File: src/rtl/up_mem_map_host.sv
// up_mem_map_host: host-side peripheral for the up_core memory-map port.
// Host bytes are buffered in a small FIFO, loaded into the core one at a
// time and followed by an active-low interrupt pulse plus a hold-off gap.
// Core writes to mem_map_out are captured and offered back to the host.
// Optional capture path: define UP_MEM_MAP_HOST_CAPTURE_EN to build it;
// otherwise out_valid/out_data/overrun are tied low.
// The interrupt line is named int_n because "int" is a reserved word.
module up_mem_map_host #(
    parameter int FIFO_DEPTH = 4,
    parameter int INT_LEN    = 4,
    parameter int HOLDOFF    = 16
) (
    input  logic       clk,
    input  logic       rst,
    input  logic       host_valid,
    input  logic [7:0] host_data,
    output logic       host_ready,
    output logic       mem_map_load,
    output logic [7:0] mem_map_in,
    output logic       int_n,
    input  logic [7:0] mem_map_out,
    output logic       out_valid,
    output logic [7:0] out_data,
    input  logic       out_ready,
    output logic       overrun
);

    localparam int PW   = $clog2(FIFO_DEPTH);
    localparam int CW   = PW + 1;
    localparam int TMAX = (INT_LEN > HOLDOFF) ? INT_LEN : HOLDOFF;
    localparam int TW   = $clog2(TMAX + 1);

    typedef enum logic [1:0] {IDLE, LOAD, IRQ, HOLD} state_t;

    logic [7:0]    mem_q [FIFO_DEPTH];
    logic [PW-1:0] wr_ptr_q, rd_ptr_q;
    logic [CW-1:0] count_q, count_d;
    logic          host_ready_q;
    logic          push, pop;

    state_t        state_q;
    logic [TW-1:0] tmr_q;
    logic          load_q, int_q;
    logic [7:0]    min_q;

    assign push    = host_valid & host_ready_q;
    assign pop     = (state_q == IDLE) && (count_q != '0);
    assign count_d = count_q + CW'(push) - CW'(pop);

    // FIFO storage; contents need no reset since the pointers define validity
    always_ff @(posedge clk) begin
        if (push) mem_q[wr_ptr_q] <= host_data;
    end

    // FIFO pointers, occupancy and registered ready
    always_ff @(posedge clk) begin
        if (rst) begin
            wr_ptr_q     <= '0;
            rd_ptr_q     <= '0;
            count_q      <= '0;
            host_ready_q <= 1'b1;
        end else begin
            if (push) wr_ptr_q <= wr_ptr_q + PW'(1);
            if (pop)  rd_ptr_q <= rd_ptr_q + PW'(1);
            count_q      <= count_d;
            host_ready_q <= (count_d < CW'(FIFO_DEPTH));
        end
    end

    // Delivery FSM: pop, one-cycle load strobe, interrupt pulse, hold-off gap
    always_ff @(posedge clk) begin
        if (rst) begin
            state_q <= IDLE;
            tmr_q   <= '0;
            load_q  <= 1'b0;
            int_q   <= 1'b1;
            min_q   <= 8'h00;
        end else begin
            case (state_q)
                IDLE: if (pop) begin
                    state_q <= LOAD;
                    load_q  <= 1'b1;
                    min_q   <= mem_q[rd_ptr_q];
                end
                LOAD: begin
                    state_q <= IRQ;
                    load_q  <= 1'b0;
                    int_q   <= 1'b0;
                    tmr_q   <= '0;
                end
                IRQ: if (tmr_q == TW'(INT_LEN - 1)) begin
                    state_q <= HOLD;
                    int_q   <= 1'b1;
                    tmr_q   <= '0;
                end else begin
                    tmr_q <= tmr_q + TW'(1);
                end
                HOLD: if (tmr_q == TW'(HOLDOFF - 1)) begin
                    state_q <= IDLE;
                    tmr_q   <= '0;
                end else begin
                    tmr_q <= tmr_q + TW'(1);
                end
                default: state_q <= IDLE;
            endcase
        end
    end

    assign host_ready   = host_ready_q;
    assign mem_map_load = load_q;
    assign mem_map_in   = min_q;
    assign int_n        = int_q;

`ifdef UP_MEM_MAP_HOST_CAPTURE_EN
    logic [7:0] prev_q, out_data_q;
    logic       out_valid_q, overrun_q;
    logic       chg;

    assign chg = (mem_map_out != prev_q);

    // Change detector on mem_map_out; a new byte always wins over a pop
    always_ff @(posedge clk) begin
        if (rst) begin
            prev_q      <= 8'h00;
            out_data_q  <= 8'h00;
            out_valid_q <= 1'b0;
            overrun_q   <= 1'b0;
        end else begin
            prev_q <= mem_map_out;
            if (chg) begin
                out_data_q  <= mem_map_out;
                out_valid_q <= 1'b1;
                if (out_valid_q && !out_ready) overrun_q <= 1'b1;
            end else if (out_valid_q && out_ready) begin
                out_valid_q <= 1'b0;
            end
        end
    end

    assign out_valid = out_valid_q;
    assign out_data  = out_data_q;
    assign overrun   = overrun_q;
`else
    logic unused_capture;
    assign unused_capture = ^{out_ready, mem_map_out};
    assign out_valid      = 1'b0;
    assign out_data       = 8'h00;
    assign overrun        = 1'b0;
`endif

endmodule

File: config.mk
export PLATFORM = sky130hd
export DESIGN_NAME = up_mem_map_host
export DESIGN_NICKNAME = d
export VERILOG_FILES = /design/src/rtl/up_mem_map_host.sv
export SDC_FILE = /design/constraint.sdc
export NUM_CORES = 1
export LEC_CHECK = 0
export ABC_AREA = 0
export BUFFER_PORTS_ARGS = -buffer_cell sky130_fd_sc_hd__buf_2
export CORE_MARGIN = 2
export CORE_UTILIZATION = 46
export DETAILED_ROUTE_END_ITERATION = 7
export PLACE_DENSITY_LB_ADDON = 0.3
export SLEW_MARGIN = 20
export SYNTH_ARGS = -nofsm -noshare
export SYNTH_HDL_FRONTEND = slang
export SYNTH_SLANG_ARGS = --single-unit
export TNS_END_PERCENT = 20
File: constraint.sdc
create_clock -name clk -period 2.3 [get_ports clk]
set_input_delay 0.46 -clock clk [delete_from_list [all_inputs] [get_ports clk]]
set_output_delay 0.46 -clock clk [all_outputs]
set_load 0.005 [all_outputs]
==> results.md, run 1 <==
- Status: complete, no violations
- GRT Total Usage: 14.6%
- Worst-path clk slew: 70 ps
- Antenna diode instance count: 0
- Worst min-delay path class: input pin to register
- Share of the clock period used by the worst path: 91.9%
- Site Rows: 26
- Clock skew: 7.48 ps
- Number of buffers and inverters on the critical path: 4
- Worst Setup End Kind: register
- Crit path DAT: 2340 ps
- WS Path Type: register to register
- Port Buffers: 21
- Fin Setup TNS: 0 ps
- Async SR Flop Fraction: 0%
- Final setup viols: 0
- CP peak stage delay: 360 ps
- Core area: 5110 um2
- Initial DRC count: 52
- Post-synth top flop: edfxtp_1
- Clock Sinks: 57
- EDFF count, synth: 32
- Fraction of layout instances using a drive strength above 1: 25.0%
- Global-route wire length before repair: 6400 um
- Max Clk Rate: 473 MHz
- Leakage: 1.08 nW
- ANT nets after route: 0
- Vias: 1411
- Critical Path RT: 2520 ps
- Power Dens Cells: 1190 nW/um2
- Crit path launch type: register
- Synth Instances: 187
- Initial core utilization: 47.6%
- First-pass DRT Iterations: 4
- Crit path cell chain: inv_1, ha_2, o31ai_4, inv_2, ha_1, inv_1, ha_1, inv_1, fa_2, xnor2_2, xnor2_1, nand2b_1
- Worst hold slack: 339 ps
- Netlist Area Pre-Place: 2430 um2
- Netlist cell types: 33
- CTS max path bufs: 2
- Final HPWL DP: 2580 um
- Slowest CP cell: dfxtp_2
- Layout fillers: 435
- Yosys warnings: 0
- I/O pin count: 41
- Initial antenna violation count: 0
- GP Congestion: 0.736
- Slew headroom: 59.2%
- Most common cell after layout, fill and taps aside: edfxtp_1
- Fin. Hold Viols: 0
- Worst VDD drop: 0.608 mV
- Vias in the first global route: 1341
- Max_cap viols: 0
- Fin. max-slew vios: 0
- Post-CTS Setup Bufs: 0
- Die area: 5880 um2
- WL/cell: 13.1 um
- Die width: 76.7 um
- Remaining DRCs: 0
- GR Overflow Total: 0
- Synthesis-to-finish area growth: 15.8%
- Largest net degree at the start of global routing: 25
- Worst-margin pin slew: 612 ps
- Synthesized area per cell: 13.0 um2
- WL final: 3790 um
- Die Span Y: 76.7 um
- Nets@finish: 249
- RSZ-0062 raised after global routing: no
- Critical-path maximum fanout: 4
- #FFs+latches synth: 57
- Hold-fix buffers, CTS: 0
- Crit-path most repeated cell: inv_1
- Min cycle time layout: 2110 ps
- Vias/cell: 4.87
- CTS root buf: clkbuf_8
- Clock buffer count from CTS: 9
- Register area share after synthesis: 60.1%
- CTS tree: built
- Worst-skew pair later-pin latency: 330 ps
- H-tree Lvls: 3
- Post-cts resize count: 0
- Family with the most delay on the worst path: adder cells
- Commonest cells after routing, fill and taps aside: 32 x edfxtp_1, 23 x dfxtp_1, 21 x buf_2
-- flip-flops by register name (all words and copies together) (netlist names) --
register / count
mem_q: 32
mem_map_in: 8
tmr_q: 5
count_q: 3
rd_ptr_q: 2
state_q: 2
wr_ptr_q: 2
host_ready: 1
int_n: 1
mem_map_load: 1
-- stage by stage --
step | total power, mW | util (%) | setup WS [ps] | cell area [um2] | instances
2_1_floorplan | 2.13 | - | 1.57 | 2480 | 196
3_3_place_gp | 2.37 | 50.7 | 144 | 2590 | 274
3_5_place_dp | 2.38 | 50.7 | 117 | 2590 | 274
4_1_cts | 3.38 | 54.9 | 101 | 2800 | 290
5_1_grt | 3.59 | 55.1 | 48.0 | 2810 | 290
6_report | 3.36 | 55.1 | 185 | 2810 | 290
-- routing by layer --
| layer | wire length, um | GRT usage (%) | up-vias |
|---|---|---|---|
| li1 | - | - | 704 |
| met1 | 1680 | 16.4 | 669 |
| met2 | 1840 | 23.2 | 28 |
| met3 | 180 | 6.24 | 10 |
| met4 | 87 | 8.18 | 0 |
| met5 | 0 | 0 | - |
-- report_power, final --
part	internal [mW]	switching, mW	leakage (nW)
Clock	0.602	0.376	0.0976
Combinational	0.476	0.450	0.486
Sequential	1.29	0.166	0.499
-- worst reg2reg max path: stages, from the launching register on --
cell      delay, ps
dfxtp_2         360
inv_1            70
ha_2            200
o31ai_4          60
inv_2            60
ha_1            260
inv_1            50
ha_1            130
inv_1            50
fa_2            350
xnor2_2         180
xnor2_1         140
nand2b_1         90
-- final timing paths --
path	start	to	slack, ps	cells past startpoint
setup / recovery	state_q[0]	host_ready	190	12
hold / removal	host_data[1]	mem_q[0][1]	340	1
setup reg to reg	state_q[0]	host_ready	190	12
hold reg to reg	mem_map_in[0]	mem_map_in[0]	460	2
-- synth_stat cells, drive strengths merged (2+ instances only) --
cell type	count	area share, %
nor2	8	1.2
xor2	3	1.1
dfxtp	25	21
ha	13	6.7
clkbuf	3	0.46
inv	11	1.7
nor4b	2	0.72
mux4	8	7.4
o21ai	2	0.41
nor3	9	1.9
nand2	19	2.9
edfxtp	32	40
nor2b	3	0.77
buf	13	3.7
xnor2	4	1.4
nand3	2	0.41
mux2i	2	0.82
and3	4	1.0
a21oi	12	2.5
-- cells by family after synthesis --
| family | synth area share, % |
|---|---|
| and+or+nand+nor | 10.6 |
| DFF | 60.1 |
| AOI/OAI and AO/OA | 5.05 |
| adders and majority gates | 7.52 |
| other | 0.154 |
| buffers and inverters | 5.82 |
| xor gates and xnor gates | 2.52 |
| muxes | 8.24 |
-- layout make-up --
cell class | instances | area [um2] | area share (%)
clock buffer | 10 | 128 | 4.54
multi-input combinational | 112 | 882 | 31.4
sequential | 57 | 1460 | 52.0
tap | 70 | 87.6 | 3.11
inverter | 11 | 41.3 | 1.47
clock inverter | 6 | 82.6 | 2.94
timing repair buffer | 24 | 128 | 4.54
Power figures use the tool's default switching activity.
==> inputs of run 2 (changes only) <==
Clock period 2.3 ns to 2.4 ns, I/O delays scaled along.
==> run 2 against run 1 <==
Net effect: non-clock buffer count unchanged; cell area increased by 0.27%; hold slack improved by 26 ps; clock skew about the same; fmax decreased by 4.7%; critical endpoint is now count_q[2]; highest routed layer unchanged.
==> results.md, run 2 (same netlist as run 1, synthesis figures left out) <==
- Clock Sinks: 57 (unchanged)
- Die width: 76.7 um (unchanged)
- Internal: 2.27 mW (-3.8%)
- Initial core utilization: 47.6% (unchanged)
- Nets@finish: 249 (unchanged)
- Final core occ: 55.2% (+0.15 points)
- Port Buffers: 21 (unchanged)
- WS Path Type: register to register
- GP Congestion: 0.743 (+1.0%)
- Clock share of power: 29.8% (+0.7 points)
- Clock skew: 7.61 ps (+0.129 ps)
- Initial antenna violation count: 0 (unchanged)
- Core area: 5110 um2 (unchanged)
- Final setup viols: 0 (unchanged)
- Global-route wire length before repair: 6600 um (+3.2%)
- WL final: 4010 um (+5.9%)
- Logic gate share of total power: 27.4% (-0.2 points)
- Worst min-delay path class: input pin to register
- Status: complete, no violations
- Setup WS pre-CTS: 153 ps (+36.0 ps)
- Vias in the first global route: 1385 (+3.3%)
- GR Overflow Total: 0 (unchanged)
- Worst VDD drop: 0.537 mV (-12%)
- Remaining DRCs: 0 (unchanged)
- CTS tree: built
- Synthesis-to-finish area growth: 16.1%
- Crit path launch type: register
- Fin. Hold Viols: 0 (unchanged)
- Initial DRC count: 58 (+12%)
- Critical-path maximum fanout: 4 (unchanged)
- Min cycle time layout: 2220 ps (+104 ps)
- Max reg flops: 32 (unchanged)
- GRT Total Usage: 15.1% (+0.52 points)
- Most common cell after layout, fill and taps aside: edfxtp_1
- Fin Setup TNS: 0 ps (unchanged)
- Design area: 2820 um2 (+0.27%)
- Sequential Power Share: 42.8% (-0.5 points)
- Worst-path clk slew: 70 ps (about the same)
- CTS max path bufs: 2 (unchanged)
- H-tree Lvls: 3 (unchanged)
- Worst-skew pair later-pin latency: 330 ps (about the same)
- Fin. max-slew vios: 0 (unchanged)
- Max Clk Rate: 451 MHz (-4.7%)
- Site Rows: 26 (unchanged)
- ANT nets after route: 0 (unchanged)
- Net switching power figure: 0.983 mW (-0.98%)
- Post-CTS Setup Bufs: 0 (unchanged)
- Max_cap viols: 0 (unchanged)
- Final HPWL DP: 2640 um (+2.3%)
- WL/cell: 13.8 um (+5.9%)
- Fraction of layout instances using a drive strength above 1: 25.0% (unchanged)
- Die Span Y: 76.7 um (unchanged)
- Worst-margin pin slew: 620 ps (+8.69 ps)
- Vias: 1420 (+0.64%)
- Worst Setup End Kind: register
- Antenna diode instance count: 0 (unchanged)
- Critical Path RT: 2630 ps (+110 ps)
- Leakage: 1.09 nW (+0.74%)
- CTS root buf: clkbuf_8
- Vias/cell: 4.90 (+0.64%)
- Slew headroom: 58.6% (-0.58 points)
- Clock buffer count from CTS: 9 (unchanged)
- Crit path DAT: 2440 ps (+100 ps)
- Switching Fraction: 30.2% (+0.61 points)
- I/O pin count: 41 (unchanged)
- Die area: 5880 um2 (unchanged)
- Biggest register: mem_q
- Worst Slack Setup Final: 182 ps (-3.63 ps)
- Largest net degree at the start of global routing: 25 (unchanged)
- Power Dens Cells: 1150 nW/um2 (-3.2%)
- Share of the clock period used by the worst path: 92.4% (+0.49 points)
- Commonest cells after routing, fill and taps aside: 32 x edfxtp_1, 23 x dfxtp_1, 21 x buf_2
- Cell Area, Placed: 2590 um2 (-0.15%)
- First-pass DRT Iterations: 4 (unchanged)
run 2: worst max-delay path, stage by stage, from the launching register on:
cell and delay [ps]:
dfxtp_2 360, inv_1 70, ha_2 210, o31ai_4 60, inv_1 90, ha_1 280
inv_1 60, ha_1 130, inv_1 50, fa_1 400, xnor2_2 150, xnor2_1 130
nand2b_1 100, inv_1 40
run 2: timing repair:
item / CTS / global route
gates resized for setup: 0 / 4
setup endpoints to repair: 0 / 2
hold buffers: 0 / 0
run 2: power by group through the flow:
stage                     clock network [mW]  registers [mW]  logic (mW)
after global placement                     0            1.41       0.865
after floorplan                            0            1.35       0.671
after global routing                    1.04            1.42        1.02
after CTS                              0.999            1.39       0.888
after detailed placement                   0            1.41       0.883
final                                  0.969            1.39       0.893
run 2: layout make-up:
cell class / instances / area, um2
Fill cell: 460 / 2290
Multi-Input combinational cell: 112 / 880
Tap cell: 70 / 87.6
Clock buffer: 10 / 128
Clock inverter: 6 / 92.6
Timing Repair Buffer: 24 / 128
Sequential cell: 57 / 1460
Inverter: 11 / 41.3
run 2: layer usage:
layer	up-vias	GRT usage [%]	part of all wire, %
met5	-	0	0
met4	0	7.64	1.7
met3	5	5.53	4.1
met2	29	24.3	51
met1	680	17.8	43
li1	706	-	-
run 2: worst paths after layout:
check | start | endpoint | slack [ps] | depth (start not counted)
worst max-delay path | state_q[0] | count_q[2] | 180 | 13
worst min-delay path | host_data[3] | mem_q[2][3] | 370 | 1
worst max register to register | state_q[0] | count_q[2] | 180 | 13
worst min register to register | mem_map_in[4] | mem_map_in[4] | 460 | 2
run 2: per-stage QoR:
step / hold slack [ps] / cells / total power, mW
2_1_floorplan: 453 / 196 / 2.02
3_3_place_gp: 442 / 274 / 2.28
3_5_place_dp: 448 / 274 / 2.30
4_1_cts: 346 / 290 / 3.28
5_1_grt: 352 / 290 / 3.49
6_report: 366 / 290 / 3.26
